--- src/rtl/sdram_arb_pkg.sv ---
// Shared types for the two-port SDRAM arbiter: FSM states, port index
// and the latched controller command.
package sdram_arb_pkg;

    localparam int ARB_ADDR_W = 24;
    localparam int ARB_DATA_W = 32;
    localparam int ARB_MASK_W = ARB_DATA_W / 8;

    typedef enum logic [1:0] {
        IDLE    = 2'd0,
        ISSUE   = 2'd1,
        WAIT_RD = 2'd2,
        DONE    = 2'd3
    } arb_state_t;

    // 0 = CPU bus bridge, 1 = SD/SPI DMA
    typedef logic port_idx_t;

    // Command as captured from the winning port; the field widths follow
    // the package widths, which the top-level parameters default to.
    typedef struct packed {
        logic                  we;
        logic [ARB_ADDR_W-1:0] addr;
        logic [ARB_DATA_W-1:0] wdata;
        logic [ARB_MASK_W-1:0] wmask;
    } arb_cmd_t;

endpackage

--- src/rtl/sdram_arbiter_if.sv ---
// Native command port between the arbiter (master) and the SDRAM
// controller (slave).
interface sdram_arbiter_if #(
    parameter int ADDR_W = 24,
    parameter int DATA_W = 32
);
    localparam int MASK_W = DATA_W / 8;

    logic              o_mem_req;
    logic              o_mem_we;
    logic [ADDR_W-1:0] o_mem_addr;
    logic [DATA_W-1:0] o_mem_wdata;
    logic [MASK_W-1:0] o_mem_wmask;
    logic              i_mem_ack;
    logic              i_mem_rvalid;
    logic [DATA_W-1:0] i_mem_rdata;

    modport master (
        output o_mem_req, o_mem_we, o_mem_addr, o_mem_wdata, o_mem_wmask,
        input  i_mem_ack, i_mem_rvalid, i_mem_rdata
    );

    modport slave (
        input  o_mem_req, o_mem_we, o_mem_addr, o_mem_wdata, o_mem_wmask,
        output i_mem_ack, i_mem_rvalid, i_mem_rdata
    );
endinterface

--- src/rtl/rr_pick2.sv ---
// Combinational two-way round-robin pick: a lone requester wins, a tie
// goes to the port that was not granted last.
module rr_pick2
    import sdram_arb_pkg::*;
(
    input  logic [1:0] req,
    input  port_idx_t  last,
    output logic       valid,
    output port_idx_t  idx
);

    // Pick the winner from the request pair and the last-grant pointer
    always_comb begin
        valid = |req;
        if (&req) begin
            idx = ~last;
        end else begin
            idx = req[1];
        end
    end

endmodule

--- src/rtl/sdram_arbiter.sv ---
// Round-robin arbiter sharing one SDRAM controller between the CPU bridge
// (port 0) and the block-transfer DMA (port 1). One transaction in flight;
// the winning command is latched once and all outputs are registered.
module sdram_arbiter
    import sdram_arb_pkg::*;
#(
    parameter int ADDR_W = ARB_ADDR_W,
    parameter int DATA_W = ARB_DATA_W,
    parameter int MASK_W = DATA_W / 8
) (
    input  logic              clk,
    input  logic              reset,

    input  logic              p0_req,
    input  logic              p0_we,
    input  logic [ADDR_W-1:0] p0_addr,
    input  logic [DATA_W-1:0] p0_wdata,
    input  logic [MASK_W-1:0] p0_wmask,
    output logic              p0_ack,
    output logic [DATA_W-1:0] p0_rdata,

    input  logic              p1_req,
    input  logic              p1_we,
    input  logic [ADDR_W-1:0] p1_addr,
    input  logic [DATA_W-1:0] p1_wdata,
    input  logic [MASK_W-1:0] p1_wmask,
    output logic              p1_ack,
    output logic [DATA_W-1:0] p1_rdata,

    sdram_arbiter_if.master   mem,

    output logic              o_grant,
    output logic              o_busy
);

    arb_state_t              state_q, state_d;
    arb_cmd_t                cmd_q, cmd_d;
    port_idx_t               grant_q, grant_d;
    port_idx_t               last_q, last_d;
    logic                    mem_req_q, mem_req_d;
    logic                    busy_q, busy_d;
    logic [1:0]              ack_q, ack_d;
    logic [1:0][DATA_W-1:0]  rdata_q, rdata_d;

    arb_cmd_t                port_cmd [2];
    logic [1:0]              req_vec;
    logic                    pick_valid;
    port_idx_t               pick_idx;

    assign req_vec     = {p1_req, p0_req};
    assign port_cmd[0] = '{we: p0_we, addr: p0_addr, wdata: p0_wdata, wmask: p0_wmask};
    assign port_cmd[1] = '{we: p1_we, addr: p1_addr, wdata: p1_wdata, wmask: p1_wmask};

    rr_pick2 u_pick (
        .req   (req_vec),
        .last  (last_q),
        .valid (pick_valid),
        .idx   (pick_idx)
    );

    // Next-state and next-output logic for the transaction FSM
    always_comb begin
        state_d   = state_q;
        cmd_d     = cmd_q;
        grant_d   = grant_q;
        last_d    = last_q;
        ack_d     = 2'b00;
        rdata_d   = rdata_q;

        case (state_q)
            IDLE: begin
                if (pick_valid) begin
                    cmd_d   = port_cmd[pick_idx];
                    grant_d = pick_idx;
                    state_d = ISSUE;
                end
            end
            ISSUE: begin
                if (mem.i_mem_ack) begin
                    if (cmd_q.we) begin
                        ack_d[grant_q] = 1'b1;
                        state_d        = DONE;
                    end else begin
                        state_d        = WAIT_RD;
                    end
                end
            end
            WAIT_RD: begin
                if (mem.i_mem_rvalid) begin
                    rdata_d[grant_q] = mem.i_mem_rdata;
                    ack_d[grant_q]   = 1'b1;
                    state_d          = DONE;
                end
            end
            DONE: begin
                // Requests are not looked at here, so the pointer update
                // is in place before the next IDLE pick.
                last_d  = grant_q;
                state_d = IDLE;
            end
            default: begin
                state_d = IDLE;
            end
        endcase

        mem_req_d = (state_d == ISSUE);
        busy_d    = (state_d != IDLE);
    end

    // State and registered outputs; last-grant pointer resets to port 1
    // so port 0 wins the first tie.
    always_ff @(posedge clk or posedge reset) begin
        if (reset) begin
            state_q   <= IDLE;
            cmd_q     <= '0;
            grant_q   <= 1'b0;
            last_q    <= 1'b1;
            mem_req_q <= 1'b0;
            busy_q    <= 1'b0;
            ack_q     <= 2'b00;
            rdata_q   <= '0;
        end else begin
            state_q   <= state_d;
            cmd_q     <= cmd_d;
            grant_q   <= grant_d;
            last_q    <= last_d;
            mem_req_q <= mem_req_d;
            busy_q    <= busy_d;
            ack_q     <= ack_d;
            rdata_q   <= rdata_d;
        end
    end

    assign mem.o_mem_req   = mem_req_q;
    assign mem.o_mem_we    = cmd_q.we;
    assign mem.o_mem_addr  = cmd_q.addr;
    assign mem.o_mem_wdata = cmd_q.wdata;
    assign mem.o_mem_wmask = cmd_q.wmask;

    assign p0_ack   = ack_q[0];
    assign p1_ack   = ack_q[1];
    assign p0_rdata = rdata_q[0];
    assign p1_rdata = rdata_q[1];
    assign o_grant  = grant_q;
    assign o_busy   = busy_q;

endmodule

--- src/flat_wrapper.sv ---
// flat-port wrapper written by rule: the top's interface ports become plain ports
module sdram_arbiter_flat import sdram_arb_pkg::*;
#(
    parameter int ADDR_W = ARB_ADDR_W,
    parameter int DATA_W = ARB_DATA_W,
    parameter int MASK_W = DATA_W / 8
)
  (clk, reset, p0_req, p0_we, p0_addr, p0_wdata, p0_wmask, p0_ack, p0_rdata, p1_req, p1_we, p1_addr, p1_wdata, p1_wmask, p1_ack, p1_rdata, o_grant, o_busy, mem_o_mem_req, mem_o_mem_we, mem_o_mem_addr, mem_o_mem_wdata, mem_o_mem_wmask, mem_i_mem_ack, mem_i_mem_rvalid, mem_i_mem_rdata);
  sdram_arbiter_if #(.ADDR_W(ADDR_W), .DATA_W(DATA_W)) mem_i ();
  input  logic clk;
  input  logic reset;
  input  logic p0_req;
  input  logic p0_we;
  input  logic [ADDR_W-1:0] p0_addr;
  input  logic [DATA_W-1:0] p0_wdata;
  input  logic [MASK_W-1:0] p0_wmask;
  output logic p0_ack;
  output logic [DATA_W-1:0] p0_rdata;
  input  logic p1_req;
  input  logic p1_we;
  input  logic [ADDR_W-1:0] p1_addr;
  input  logic [DATA_W-1:0] p1_wdata;
  input  logic [MASK_W-1:0] p1_wmask;
  output logic p1_ack;
  output logic [DATA_W-1:0] p1_rdata;
  output logic o_grant;
  output logic o_busy;
  output wire logic [$bits(mem_i.o_mem_req)-1:0] mem_o_mem_req;
  output wire logic [$bits(mem_i.o_mem_we)-1:0] mem_o_mem_we;
  output wire logic [$bits(mem_i.o_mem_addr)-1:0] mem_o_mem_addr;
  output wire logic [$bits(mem_i.o_mem_wdata)-1:0] mem_o_mem_wdata;
  output wire logic [$bits(mem_i.o_mem_wmask)-1:0] mem_o_mem_wmask;
  input wire logic [$bits(mem_i.i_mem_ack)-1:0] mem_i_mem_ack;
  input wire logic [$bits(mem_i.i_mem_rvalid)-1:0] mem_i_mem_rvalid;
  input wire logic [$bits(mem_i.i_mem_rdata)-1:0] mem_i_mem_rdata;
  assign mem_o_mem_req = mem_i.o_mem_req;
  assign mem_o_mem_we = mem_i.o_mem_we;
  assign mem_o_mem_addr = mem_i.o_mem_addr;
  assign mem_o_mem_wdata = mem_i.o_mem_wdata;
  assign mem_o_mem_wmask = mem_i.o_mem_wmask;
  assign mem_i.i_mem_ack = mem_i_mem_ack;
  assign mem_i.i_mem_rvalid = mem_i_mem_rvalid;
  assign mem_i.i_mem_rdata = mem_i_mem_rdata;
  sdram_arbiter #(.ADDR_W(ADDR_W), .DATA_W(DATA_W), .MASK_W(MASK_W)) u_core (.clk(clk), .reset(reset), .p0_req(p0_req), .p0_we(p0_we), .p0_addr(p0_addr), .p0_wdata(p0_wdata), .p0_wmask(p0_wmask), .p0_ack(p0_ack), .p0_rdata(p0_rdata), .p1_req(p1_req), .p1_we(p1_we), .p1_addr(p1_addr), .p1_wdata(p1_wdata), .p1_wmask(p1_wmask), .p1_ack(p1_ack), .p1_rdata(p1_rdata), .mem(mem_i), .o_grant(o_grant), .o_busy(o_busy));
endmodule
--- config.mk ---
export PLATFORM = sky130hd
export DESIGN_NAME = sdram_arbiter_flat
export DESIGN_NICKNAME = d
export VERILOG_FILES = /design/src/rtl/sdram_arb_pkg.sv /design/src/rtl/sdram_arbiter_if.sv /design/src/rtl/rr_pick2.sv /design/src/rtl/sdram_arbiter.sv /design/src/flat_wrapper.sv
export SDC_FILE = /design/constraint.sdc
export NUM_CORES = 1
export LEC_CHECK = 0
export BUFFER_PORTS_ARGS = -buffer_cell sky130_fd_sc_hd__buf_2
export CORE_ASPECT_RATIO = 1.4
export CORE_MARGIN = 4
export CORE_UTILIZATION = 40
export DETAILED_ROUTE_END_ITERATION = 6
export PLACE_DENSITY = 0.78
export RECOVER_POWER = 50
export SLEW_MARGIN = 20
export SYNTH_ARGS = -nofsm -noshare
export SYNTH_HDL_FRONTEND = slang
export SYNTH_SLANG_ARGS = --single-unit
--- constraint.sdc ---
create_clock -name clk -period 8.7 [get_ports clk]
set_clock_uncertainty 0.1 [all_clocks]
set_input_delay 0.435 -clock clk [delete_from_list [all_inputs] [get_ports clk]]
set_output_delay 0.435 -clock clk [all_outputs]
set_load 0.1 [all_outputs]
==> flow_metrics.py, run 1 <==
metrics = {
    "outcome": {
        "violations": "capacitance limit, slew limit",
        "status": "finished, violations left",
    },
    "detailed_routing": {
        "ant_nets": 0,
        "first_pass_iters": 4,
        "post_drt_wl_per_cell_um": 16.0,
        "totalWireLength_um": 14800,
        "drt-initial-drc-count": 128,
        "detailroute.via_count": 4341,
        "route.detailed.drc": 0,
        "avgViaCountPerCell": 4.71,
    },
    "die": {
        "row_count": 51,
        "pin_count": 290,
        "start_util": 0.408,
        "core_area_sq_mm": 0.0139,
        "die_w_um": 109,
        "die_h_um": 149,
        "fp.dieArea_sq_mm": 0.0162,
    },
    "clock_network": {
        "htree_levels": 4,
        "ctsResizeCount": 0,
        "cts-root-buf": "clkbuf_16",
        "cts_sinks": 133,
        "clk_pin_slew_worst_paths_ns": 0.06,
        "insertion_delay_ns": 0.40,
        "cts_made_buffers": 17,
        "max-clock-path-buffers": 2,
        "cts_setup_buffers": 0,
        "cts-hold-fix-buffers": 0,
        "cts_tree": "yes",
    },
    "job": {
        "cap_violations": 2,
    },
    "timing": {
        "finalSetupViolations": 0,
        "fmax_mhz": 219,
        "tns_ns": 0,
        "finalCritPeriodShare": 0.524,
        "finalMaxSlewViolations": 77,
        "worst_pin_slew_ns": 3.58,
        "rsz0062_at_grt": "false",
        "period_minus_slack_ns": 4.56,
        "max_slew_margin": -1.41,
        "hold_violations": 0,
    },
    "global_route": {
        "grtUsageMet3": 0.0494,
        "grtUsageTotal": 0.178,
        "first_global_vias": 4361,
        "grt.met1_usage": 0.202,
        "use_met2": 0.312,
        "grt_pass1_wl_um": 22200,
        "antenna_found_initial": 2,
        "grt_max_degree": 98,
        "top_usage_layer": "met2",
        "grt_overflow": 0,
    },
    "critical_path": {
        "required_ns": 8.84,
        "start_kind": "flip-flop",
        "cp-end-kind": "flip-flop",
        "cp.arrival_ns": 4.70,
        "r2r_slack_ns": 4.14,
        "critPathKind": "flip-flop to flip-flop",
        "path_max_fanout": 42,
    },
    "finish": {
        "nets": 890,
        "area_growth_pct": 33.7,
        "drive_above_1_share": 0.364,
        "fill_cells": 1273,
    },
    "yosys": {
        "synth.distinct_cells": 30,
        "synthSimpleGateAreaFrac": 0.0511,
        "netlist_instances": 438,
        "netlist_area_sq_mm": 0.00568,
        "ys_warn_count": 0,
        "synthMuxAreaShare": 0.239,
        "synth_xor_area_frac": 0,
        "avgSynthCellArea_sq_um": 13.0,
        "seq_area_frac_synth": 0.587,
        "ys_ff_latch": 133,
        "synthAdderAreaFrac": 0.0132,
        "synth_compound_area_frac": 0.0670,
        "syn-num-nets": 604,
        "synth_top_family_by_area": "multiplexers",
    },
    "place": {
        "hpwl_um": 10800,
        "gp_congestion": 0.789,
        "port_buffers": 289,
    },
    "min_path": {
        "hold_class": "input pin to flip-flop",
    },
}
[per-layer routing]
metal	wire, um	vias to the layer above
li1	-	2111
met1	5730	2028
met2	7580	180
met3	1150	20
met4	297	2
met5	20	-
[sequential cells by signal, summed over array words and instances (netlist names), 2 cells and up]
signal / flops
u_core.mem.o_mem_wdata: 32
u_core.p0_rdata: 32
u_core.state_q: 2
u_core.mem.o_mem_addr: 24
u_core.p1_rdata: 32
u_core.ack_q: 2
u_core.mem.o_mem_wmask: 4
[critical path, stage by stage (launching register included)]
cell and delay [ns]:
dfstp_2 0.37, a21boi_0 2.63, buf_4 0.93, mux2i_1 0.27
o21ai_1 0.08
[through the flow]
stage               cell area [sq um]  cells  worst slack (ns)   util  hold slack, ns
CTS                              7760    921              6.25  0.558          0.0469
floorplan                        5680    438              4.61      -           0.466
global route                     7590    922              3.76  0.546           0.157
finish                           7590    922              4.14  0.546           0.175
global placement                 7170    890              6.06  0.515           0.359
detailed placement               7170    890              6.01  0.515           0.370
[final cells by class]
class                   instances  area [sq um]  share of cell area
repair buffers                293          1320               0.174
well taps                     185           231              0.0305
flip-flops and latches        133          3330               0.439
clock buffers                  17           425              0.0561
inverters                       4          16.3             0.00214
clock inverters                14           163              0.0214
multi-input cells             275          2100               0.277
diodes                          1          2.50            0.000330
[synth_stat cells]
cell type / count / share of area
buf_12: 6 / 0.021
o21bai_1: 1 / 0.0013
nor4b_1: 1 / 0.0015
o21a_1: 1 / 0.0013
clkbuf_1: 5 / 0.0033
ha_1: 6 / 0.013
nor2_1: 1 / 0.00066
a22o_1: 1 / 0.0015
o21ai_2: 1 / 0.0015
buf_4: 2 / 0.0026
nand3_1: 2 / 0.0018
nand3b_2: 1 / 0.0020
and2_1: 1 / 0.0011
nand2_1: 63 / 0.042
mux2_2: 66 / 0.13
a21boi_2: 1 / 0.0020
dfstp_2: 1 / 0.0046
dfrtp_1: 132 / 0.58
o22ai_1: 1 / 0.0011
a21oi_1: 1 / 0.00088
o21ai_0: 2 / 0.0018
mux2i_1: 61 / 0.11
buf_2: 11 / 0.0097
buf_6: 2 / 0.0040
nor3_1: 1 / 0.00088
a211oi_1: 1 / 0.0013
a22oi_1: 1 / 0.0013
inv_1: 4 / 0.0026
o21ai_1: 60 / 0.053
or3b_1: 1 / 0.0015
[path summary, 6_finish.rpt]
path	startpoint	to	cells after the start
min in group asynchronous	reset	u_core.mem.o_mem_addr[14]$_DFFE_PP0P_	2
worst min-delay path	mem_i_mem_rdata[5]	u_core.p0_rdata[5]$_DFFE_PP0P_	2
max in group asynchronous	reset	u_core.mem.o_mem_wmask[2]$_DFFE_PP0P_	3
worst max-delay path	u_core.last_q$_DFFE_PP1N_	u_core.mem.o_mem_addr[19]$_DFFE_PP0P_	4
worst max register to register	u_core.last_q$_DFFE_PP1N_	u_core.mem.o_mem_addr[19]$_DFFE_PP0P_	4
worst min register to register	u_core.mem.o_mem_wdata[17]$_DFFE_PP0P_	u_core.mem.o_mem_wdata[17]$_DFFE_PP0P_	2
[cells by family (layout without fill, tap and decap cells)]
kind of cell             count (synthesis)  after routing
buffers and inverters                   30            328
adder cells (fa/ha/maj)                  6              6
multiplexers                           127            127
flip-flops                             133            133
AO/OA/AOI/OAI                           71             71
other                                    0              1
AND/OR/NAND/NOR                         71             71
[placed cells by master (no fill, tap or decap), types with 2 or more instances in the layout]
cell	count
bufinv_16	2
clkinvlp_4	3
buf_2	163
inv_8	2
clkbuf_16	17
nand3_1	2
o21ai_0	14
inv_6	6
clkbuf_1	126
mux2i_1	61
ha_1	6
mux2_2	66
o21ai_1	48
inv_1	3
dfrtp_1	132
nand2_1	63
buf_4	4
Power of run 1 is left out: the tool's default activity adds up to more than one toggle a clock period on the data nets, which glitch-free logic cannot reach.
==> run 2: changes to the inputs <==
==> constraint.sdc (replaced) <==
create_clock -name clk -period 4.6 [get_ports clk]
set_clock_uncertainty 0.1 [all_clocks]
set_input_delay 0.23 -clock clk [delete_from_list [all_inputs] [get_ports clk]]
set_output_delay 0.23 -clock clk [all_outputs]
set_load 0.1 [all_outputs]
==> flow_metrics.py, run 2 (same netlist as run 1, synthesis figures left out) <==
metrics = {
    "outcome": {
        "status": "finished, violations left",
        "violations": "capacitance limit, slew limit",
    },
    "timing": {
        "rsz0062_at_grt": "false",
        "finalCritPeriodShare": 0.488,
        "period_minus_slack_ns": 2.25,
        "tns_ns": 0,
        "finalMaxSlewViolations": 38,
        "max_slew_margin": -0.0255,
        "worst_pin_slew_ns": 1.53,
        "finalSetupViolations": 0,
        "fmax_mhz": 445,
        "hold_violations": 0,
        "setup_slack_ns": 2.35,
    },
    "critical_path": {
        "reg2reg_depth": 5,
        "start_kind": "flip-flop",
        "path_max_fanout": 39,
        "r2r-end": "u_core.mem.o_mem_wdata[6]$_DFFE_PP0P_",
        "startpoint": "u_core.last_q$_DFFE_PP1N_",
        "crit_buf_inv": 2,
        "crit_family": "buffers and inverters",
        "worstReg2RegStart": "u_core.last_q$_DFFE_PP1N_",
        "critPathKind": "flip-flop to flip-flop",
        "crit_end": "u_core.mem.o_mem_wdata[6]$_DFFE_PP0P_",
        "required_ns": 4.77,
        "cp.arrival_ns": 2.42,
        "slowest_stage": "dlygate4sd3_1",
        "r2r_slack_ns": 2.35,
        "cp-end-kind": "flip-flop",
        "worstPathCellList": "a21boi_4 > buf_4 > mux2i_1 > dlygate4sd3_1 > o21ai_1",
        "slowest_delay_ns": 0.58,
        "cp.depth": 5,
    },
    "finish": {
        "nets": 982,
        "fin_cells": 1014,
        "diodes": 0,
        "layout_commonest_cell": "buf_2",
        "drive_above_1_share": 0.328,
        "layout_common_cells": "163 x buf_2, 132 x dfrtp_1, 127 x clkbuf_1",
        "area_growth_pct": 50.1,
    },
    "die": {
        "row_count": 51,
        "start_util": 0.408,
        "die_w_um": 109,
        "die_h_um": 149,
        "core_area_sq_mm": 0.0139,
        "pin_count": 290,
        "fp.dieArea_sq_mm": 0.0162,
    },
    "detailed_routing": {
        "post_drt_wl_per_cell_um": 17.0,
        "detailroute.via_count": 4900,
        "first_pass_iters": 5,
        "avgViaCountPerCell": 4.83,
        "ant_nets": 0,
        "drt-initial-drc-count": 166,
        "totalWireLength_um": 17300,
        "route.detailed.drc": 0,
    },
    "min_path": {
        "min_from": "p0_wdata[28]",
        "hold_class": "input pin to flip-flop",
    },
    "clock_network": {
        "htree_levels": 4,
        "ctsResizeCount": 0,
        "cts-hold-fix-buffers": 89,
        "cts_setup_buffers": 0,
        "cts_tree": "yes",
        "max-clock-path-buffers": 2,
        "clk_pin_slew_worst_paths_ns": 0.06,
        "cts-root-buf": "clkbuf_16",
        "insertion_delay_ns": 0.40,
        "cts_made_buffers": 17,
        "cts_sinks": 133,
    },
    "global_route": {
        "grtUsageTotal": 0.213,
        "grt_max_degree": 66,
        "grt_pass1_wl_um": 26700,
        "first_global_vias": 5286,
        "grt_overflow": 0,
        "antenna_found_initial": 1,
    },
    "place": {
        "pre_cts_slack_ns": 2.37,
        "hpwl_um": 11100,
        "place_inst": 893,
        "port_buffers": 289,
        "gp_congestion": 0.765,
    },
    "job": {
        "cap_violations": 1,
    },
}
run 2: how the worst min path moves through the flow:
stage                                             endpoint  slack (ns)  cells after the start
floorplan                        u_core.ack_q[1]$_DFF_PP0_        0.26                      2
global placement           u_core.p1_rdata[25]$_DFFE_PP0P_        0.18                      2
detailed placement         u_core.p1_rdata[16]$_DFFE_PP0P_        0.17                      2
CTS                  u_core.mem.o_mem_addr[15]$_DFFE_PP0P_      0.0007                      3
global route         u_core.mem.o_mem_addr[16]$_DFFE_PP0P_        0.01                      3
finish              u_core.mem.o_mem_wdata[28]$_DFFE_PP0P_        0.01                      3
run 2: per-stage QoR:
step | util | hold slack [ns] | area, sq um
global route | 0.612 | 0.0104 | 8520
floorplan | - | 0.261 | 5680
finish | 0.612 | 0.0123 | 8520
CTS | 0.624 | 0.000721 | 8680
detailed placement | 0.517 | 0.171 | 7190
global placement | 0.517 | 0.175 | 7190
run 2: layer usage:
layer	wire length, um	share of wire	vias up	global-route usage
li1	-	-	2294	-
met1	5820	0.34	2356	0.204
met2	9570	0.55	212	0.407
met3	1390	0.080	36	0.0715
met4	478	0.028	2	0.0828
met5	13	0.00075	-	0
run 2: tightest hold or removal path, cell delays in order:
cell	delay, ns
buf_2	0.08
mux2i_1	0.06
o21ai_1	0.11
run 2: cell type report:
class	count	area, sq um
fill	1117	5390
sequential	133	3330
timing repair buffer	385	2230
multi-input combinational	275	2110
clock buffer	18	429
tap	185	231
clock inverter	14	165
inverter	4	16.3
Power of run 2 is left out for the same reason.
